$ cat config.mk
export PLATFORM = sky130hd
export DESIGN_NAME = spi_mem_fsm
export DESIGN_NICKNAME = d
export VERILOG_FILES = /design/src/rtl/spi_mem_fsm.sv
export SDC_FILE = /design/constraint.sdc
export NUM_CORES = 1
export LEC_CHECK = 0
export CORE_AREA = 2 2 39 41
export DETAILED_ROUTE_END_ITERATION = 12
export DIE_AREA = 0 0 41 43
export PLACE_DENSITY = 0.66
export RECOVER_POWER = 100
export REMOVE_ABC_BUFFERS = 1
export SETUP_SLACK_MARGIN = 0.02
export SLEW_MARGIN = 20
export SYNTH_ARGS = -nofsm -noshare
export SYNTH_HDL_FRONTEND = slang
export SYNTH_SLANG_ARGS = --single-unit
$ cat constraint.sdc
create_clock -name clk -period 1.4 [get_ports clk]
set_input_delay 0.28 -clock clk [delete_from_list [all_inputs] [get_ports clk]]
set_output_delay 0.28 -clock clk [all_outputs]
set_load 0.05 [all_outputs]
$ cat src/rtl/spi_mem_fsm.sv
// spi_mem_fsm: sequences the SPI memory datapath enables (address latch, shift-register load,
//   data memory write, MISO tri-state) for one {addr,rw} command byte plus DATA_W data bits.
// Latency: Moore outputs; each phase ends one clk after the cycle carrying its last SCLK pulse.
// Backpressure: none; SCLK edge pulses are consumed as they arrive, cs high aborts on next clk.
// Optional watchdog: define SPI_TIMEOUT_EN to abort stalled transactions after TIMEOUT_CYC clks.
module spi_mem_fsm #(
  parameter int ADDR_W      = 7,
  parameter int DATA_W      = 8,
  parameter int TIMEOUT_CYC = 1024
) (
  input  logic       clk,
  input  logic       reset,
  input  logic       cs,
  input  logic       sclk_posedge,
  input  logic       sclk_negedge,
  input  logic       rw_bit,
  output logic       addr_we,
  output logic       sr_we,
  output logic       dm_we,
  output logic       miso_buff,
  output logic [2:0] state,
  output logic       timeout
);

  localparam int CMD_BITS = ADDR_W + 1;
  localparam int MAX_CNT  = (CMD_BITS > DATA_W) ? CMD_BITS : DATA_W;
  localparam int CNT_W    = $clog2(MAX_CNT + 1);

  // Terminal values are one below the bit count: the phase ends in the cycle carrying the
  // last pulse, so the counter itself never has to hold the full count.
  localparam logic [CNT_W-1:0] ADDR_LAST = CNT_W'(CMD_BITS - 1);
  localparam logic [CNT_W-1:0] DATA_LAST = CNT_W'(DATA_W - 1);

  typedef enum logic [2:0] {
    IDLE         = 3'd0,
    GET_ADDR     = 3'd1,
    GOT_ADDR     = 3'd2,
    READ_LOAD    = 3'd3,
    READ_SHIFT   = 3'd4,
    WRITE_GET    = 3'd5,
    WRITE_COMMIT = 3'd6,
    DONE         = 3'd7
  } state_t;

  state_t           state_q, state_d;
  logic [CNT_W-1:0] cnt_q, cnt_d;
  logic             wd_fire;

`ifdef SPI_TIMEOUT_EN
  localparam int WD_W = $clog2(TIMEOUT_CYC + 1);
  localparam logic [WD_W-1:0] WD_LAST = WD_W'(TIMEOUT_CYC - 1);

  logic [WD_W-1:0] wd_q, wd_d;
  logic            timeout_q, timeout_d;
  logic            wd_counting;

  // Watchdog: counts quiet clks in the SCLK-driven phases. No two counting states are
  // adjacent, so clearing outside them also covers the clear-on-state-change rule.
  always_comb begin
    wd_d        = '0;
    wd_fire     = 1'b0;
    wd_counting = (state_q == GET_ADDR) || (state_q == READ_SHIFT) || (state_q == WRITE_GET);
    if (wd_counting && !sclk_posedge && !sclk_negedge) begin
      if (wd_q == WD_LAST) begin
        wd_fire = 1'b1;
      end else begin
        wd_d = wd_q + 1'b1;
      end
    end
    timeout_d = wd_fire && !cs;
  end

  // Watchdog counter and one-clk abort flag.
  always_ff @(posedge clk or posedge reset) begin
    if (reset) begin
      wd_q      <= '0;
      timeout_q <= 1'b0;
    end else begin
      wd_q      <= wd_d;
      timeout_q <= timeout_d;
    end
  end

  assign timeout = timeout_q;
`else
  assign wd_fire = 1'b0;
  assign timeout = 1'b0;
`endif

  // State and bit counter registers.
  always_ff @(posedge clk or posedge reset) begin
    if (reset) begin
      state_q <= IDLE;
      cnt_q   <= '0;
    end else begin
      state_q <= state_d;
      cnt_q   <= cnt_d;
    end
  end

  // Next state and bit counter; cs high overrides every edge, terminal count and timeout.
  always_comb begin
    state_d = state_q;
    cnt_d   = cnt_q;
    case (state_q)
      IDLE: begin
        cnt_d = '0;
        if (!cs) state_d = GET_ADDR;
      end
      GET_ADDR: begin
        if (sclk_posedge) begin
          if (cnt_q == ADDR_LAST) begin
            state_d = GOT_ADDR;
            cnt_d   = '0;
          end else begin
            cnt_d = cnt_q + 1'b1;
          end
        end
      end
      GOT_ADDR: begin
        cnt_d   = '0;
        state_d = rw_bit ? READ_LOAD : WRITE_GET;
      end
      READ_LOAD: begin
        cnt_d   = '0;
        state_d = READ_SHIFT;
      end
      READ_SHIFT: begin
        // Data is driven out on the falling edge, so only negedges advance this phase.
        if (sclk_negedge) begin
          if (cnt_q == DATA_LAST) begin
            state_d = DONE;
            cnt_d   = '0;
          end else begin
            cnt_d = cnt_q + 1'b1;
          end
        end
      end
      WRITE_GET: begin
        if (sclk_posedge) begin
          if (cnt_q == DATA_LAST) begin
            state_d = WRITE_COMMIT;
            cnt_d   = '0;
          end else begin
            cnt_d = cnt_q + 1'b1;
          end
        end
      end
      WRITE_COMMIT: begin
        state_d = DONE;
      end
      DONE: begin
        state_d = DONE;
      end
      default: begin
        state_d = IDLE;
        cnt_d   = '0;
      end
    endcase

    if (wd_fire) begin
      state_d = DONE;
      cnt_d   = '0;
    end

    if (cs) begin
      state_d = IDLE;
      cnt_d   = '0;
    end
  end

  // Moore output decode from the registered state.
  always_comb begin
    addr_we   = (state_q == GOT_ADDR);
    sr_we     = (state_q == READ_LOAD);
    dm_we     = (state_q == WRITE_COMMIT);
    miso_buff = (state_q == READ_SHIFT);
    state     = state_q;
  end

endmodule

==> results <==
==> cells in the mapped netlist (2+ instances only) <==
library cell / number / area share [%]
nor3b_1: 3 / 4.4
a21oi_1: 3 / 2.9
nand2b_1: 2 / 2.4
nor2_1: 5 / 3.7
dfrtp_1: 7 / 34
a31oi_1: 2 / 2.4
nand2_1: 5 / 3.7
buf_2: 2 / 2.0
o21ai_0: 4 / 3.9
o2bb2ai_1: 2 / 3.4
nand3_1: 2 / 2.0
inv_1: 6 / 4.4
==> layer usage <==
| metal | global-route usage [%] | vias to the layer above | wire [um] |
|---|---|---|---|
| li1 | - | 260 | - |
| met1 | 24.8 | 238 | 583 |
| met2 | 24.7 | 19 | 635 |
| met3 | 1.57 | 2 | 40 |
| met4 | 10.0 | 0 | 31 |
| met5 | 0 | - | 0 |
==> registers in the layout, indices dropped and copies added, names as in the netlist <==
register	flops
state	3
cnt_q	4
==> power by group <==
part | total [mW] | switching [mW] | internal (mW) | leakage (nW)
clock network | 0.198 | 0.0880 | 0.110 | 0.0150
registers | 0.343 | 0.0780 | 0.265 | 0.0912
logic | 1.31 | 0.612 | 0.696 | 0.313
==> final cells by class <==
cell class              count  area (um2)  area share [%]
inverters                   6        22.5            2.42
well taps                  16        20.0            2.15
repair buffers             31         355            38.1
flip-flops and latches      7         178            19.1
multi-input cells          40         330            35.4
clock buffers               4        26.3            2.82
==> metrics by stage <==
step / util (%) / cells / total power [mW] / instance area [um2] / hold WS, ps
floorplan: - / 53 / 0.875 / 483 / 83.4
global placement: 57.0 / 92 / 1.40 / 788 / 515
detailed placement: 57.0 / 92 / 1.41 / 788 / 521
CTS: 64.4 / 100 / 1.77 / 891 / 250
global route: 67.4 / 104 / 1.96 / 932 / 415
finish: 67.4 / 104 / 1.85 / 932 / 386
==> critical path: cells and delay by family, from the launching register on <==
family,cells,cell delay [ps]
flops,1,420
simple gates,1,230
buf+inv,2,300
==> what timing repair did <==
| action | 4_1_cts | 5_1_grt |
|---|---|---|
| pin swaps | 2 | 2 |
| resized for setup | 11 | 5 |
| hold endpoints to repair | 0 | 0 |
| buffers inserted | 4 | 4 |
| endpoints found under the setup margin | 6 | 11 |
==> how the worst max path moves through the flow <==
stage	slack, ps	cells past startpoint	end	from
global route	-120	3	addr_we	state[2]
finish	-90	3	addr_we	state[2]
global placement	-220	4	cnt_q[0]	cs
CTS	-70	3	addr_we	state[2]
detailed placement	-240	4	cnt_q[0]	cs
floorplan	-910	1	miso_buff	state[2]
==> cell families (layout without fill, tap and decap cells) <==
kind of cell | count (synthesis) | in the layout | share of synthesized area (%)
buf+inv | 10 | 41 | 10.0
simple gates | 21 | 21 | 25.2
mux | 1 | 1 | 2.93
other cells | 1 | 1 | 0.733
compound gates | 16 | 16 | 24.4
flops | 7 | 7 | 34.2
fa+ha+maj | 1 | 1 | 2.44
==> results.cfg <==
[grt]
grt_max_degree = 10
antenna_found_initial = 0
grt_pass1_vias = 480
grt_pass1_wl_um = 2070
grtUsageTotal_pct = 17.4
grt_overflow = 0

[worst_setup_path]
critPathLaunchType = flop
regToRegStartpoint = state[1]
end_kind = output pin
crit_fanout = 4
crit_chain = buf_6 > nor3b_4 > buf_12
required_ps = 1120
arrival_ps = 1210
reg2reg_to = cnt_q[0]
critical_path.slowest_cell = dfrtp_2
slowest_delay_ps = 420
reg2reg_slack_ps = -20
criticalPathCategory = reg -> out
r2r_cells = 4

[floorplan]
die_area_mm2 = 0.00176
core_area_mm2 = 0.00138
die_width_um = 41
rows = 14
initial_core_util_pct = 37.0
io_pins = 14
chipHeight_um = 43

[clock_tree]
clk_pin_slew_ps = 60
clock_path_buffers = 2
cts.sinks = 7
ctsHtreeMaxLevel = 1
cts_tree = done
numCtsBuffers = 3
root_buffer = clkbuf_4
insertion_delay_ps = 260
cts_hold_buf = 0

[yosys]
ys_types = 26
synth_edf_count = 0
syn_area_um2 = 512
synthArstFlopShare_pct = 100
ys_ff_latch = 7
ys.flop_type = dfrtp_1
synth_area_per_cell_um2 = 8.98
ys_warn_count = 0
synth.yosys.seq_area_share_pct = 34.2
syn_inst = 57

[timing]
finalSetupViolCount = 5
post-route-min-period_ps = 1490
fin_ws_ps = -93.1
grt_setup_unrepaired = true
fin_crit_sh_pct = 107
tns_ps = -282
finClkSkew_ps = 3.23
report.final.slew_viol_count = 0
hold_violations = 0
fmax_mhz = 670

[layout]
fillCellCount = 107
drive_gt1_share_pct = 46.6
fin_nets = 96
antenna_cells = 0
syn_to_final_growth_pct = 82.2
mostFrequentLayoutCells = 12 x buf_4, 7 x buf_12, 6 x inv_1, 6 x buf_6
mostFrequentLayoutCell = buf_4

[place]
dp_hpwl_um = 833
gp_congestion = 0.874
place_ws_ps = -237
portBuffers = 12

[power_and_ir_drop]
vdd_drop_max_uv = 937
pwr_density_cell_mw_per_mm2 = 1980
power.leakage_nw = 0.419

[run]
max_cap_viol_count = 0

[route]
first_pass_iters = 4
vias = 519
via_per_inst = 4.99
routed_wl_um = 1290
drtIter0Drc = 18
ant_nets = 0
wire_per_inst_um = 12.4
drc_errors = 0

[hold_path]
hp-class = in -> async

[status]
status = complete, but fails checks
violations = setup timing
Power figures use the tool's default switching activity.
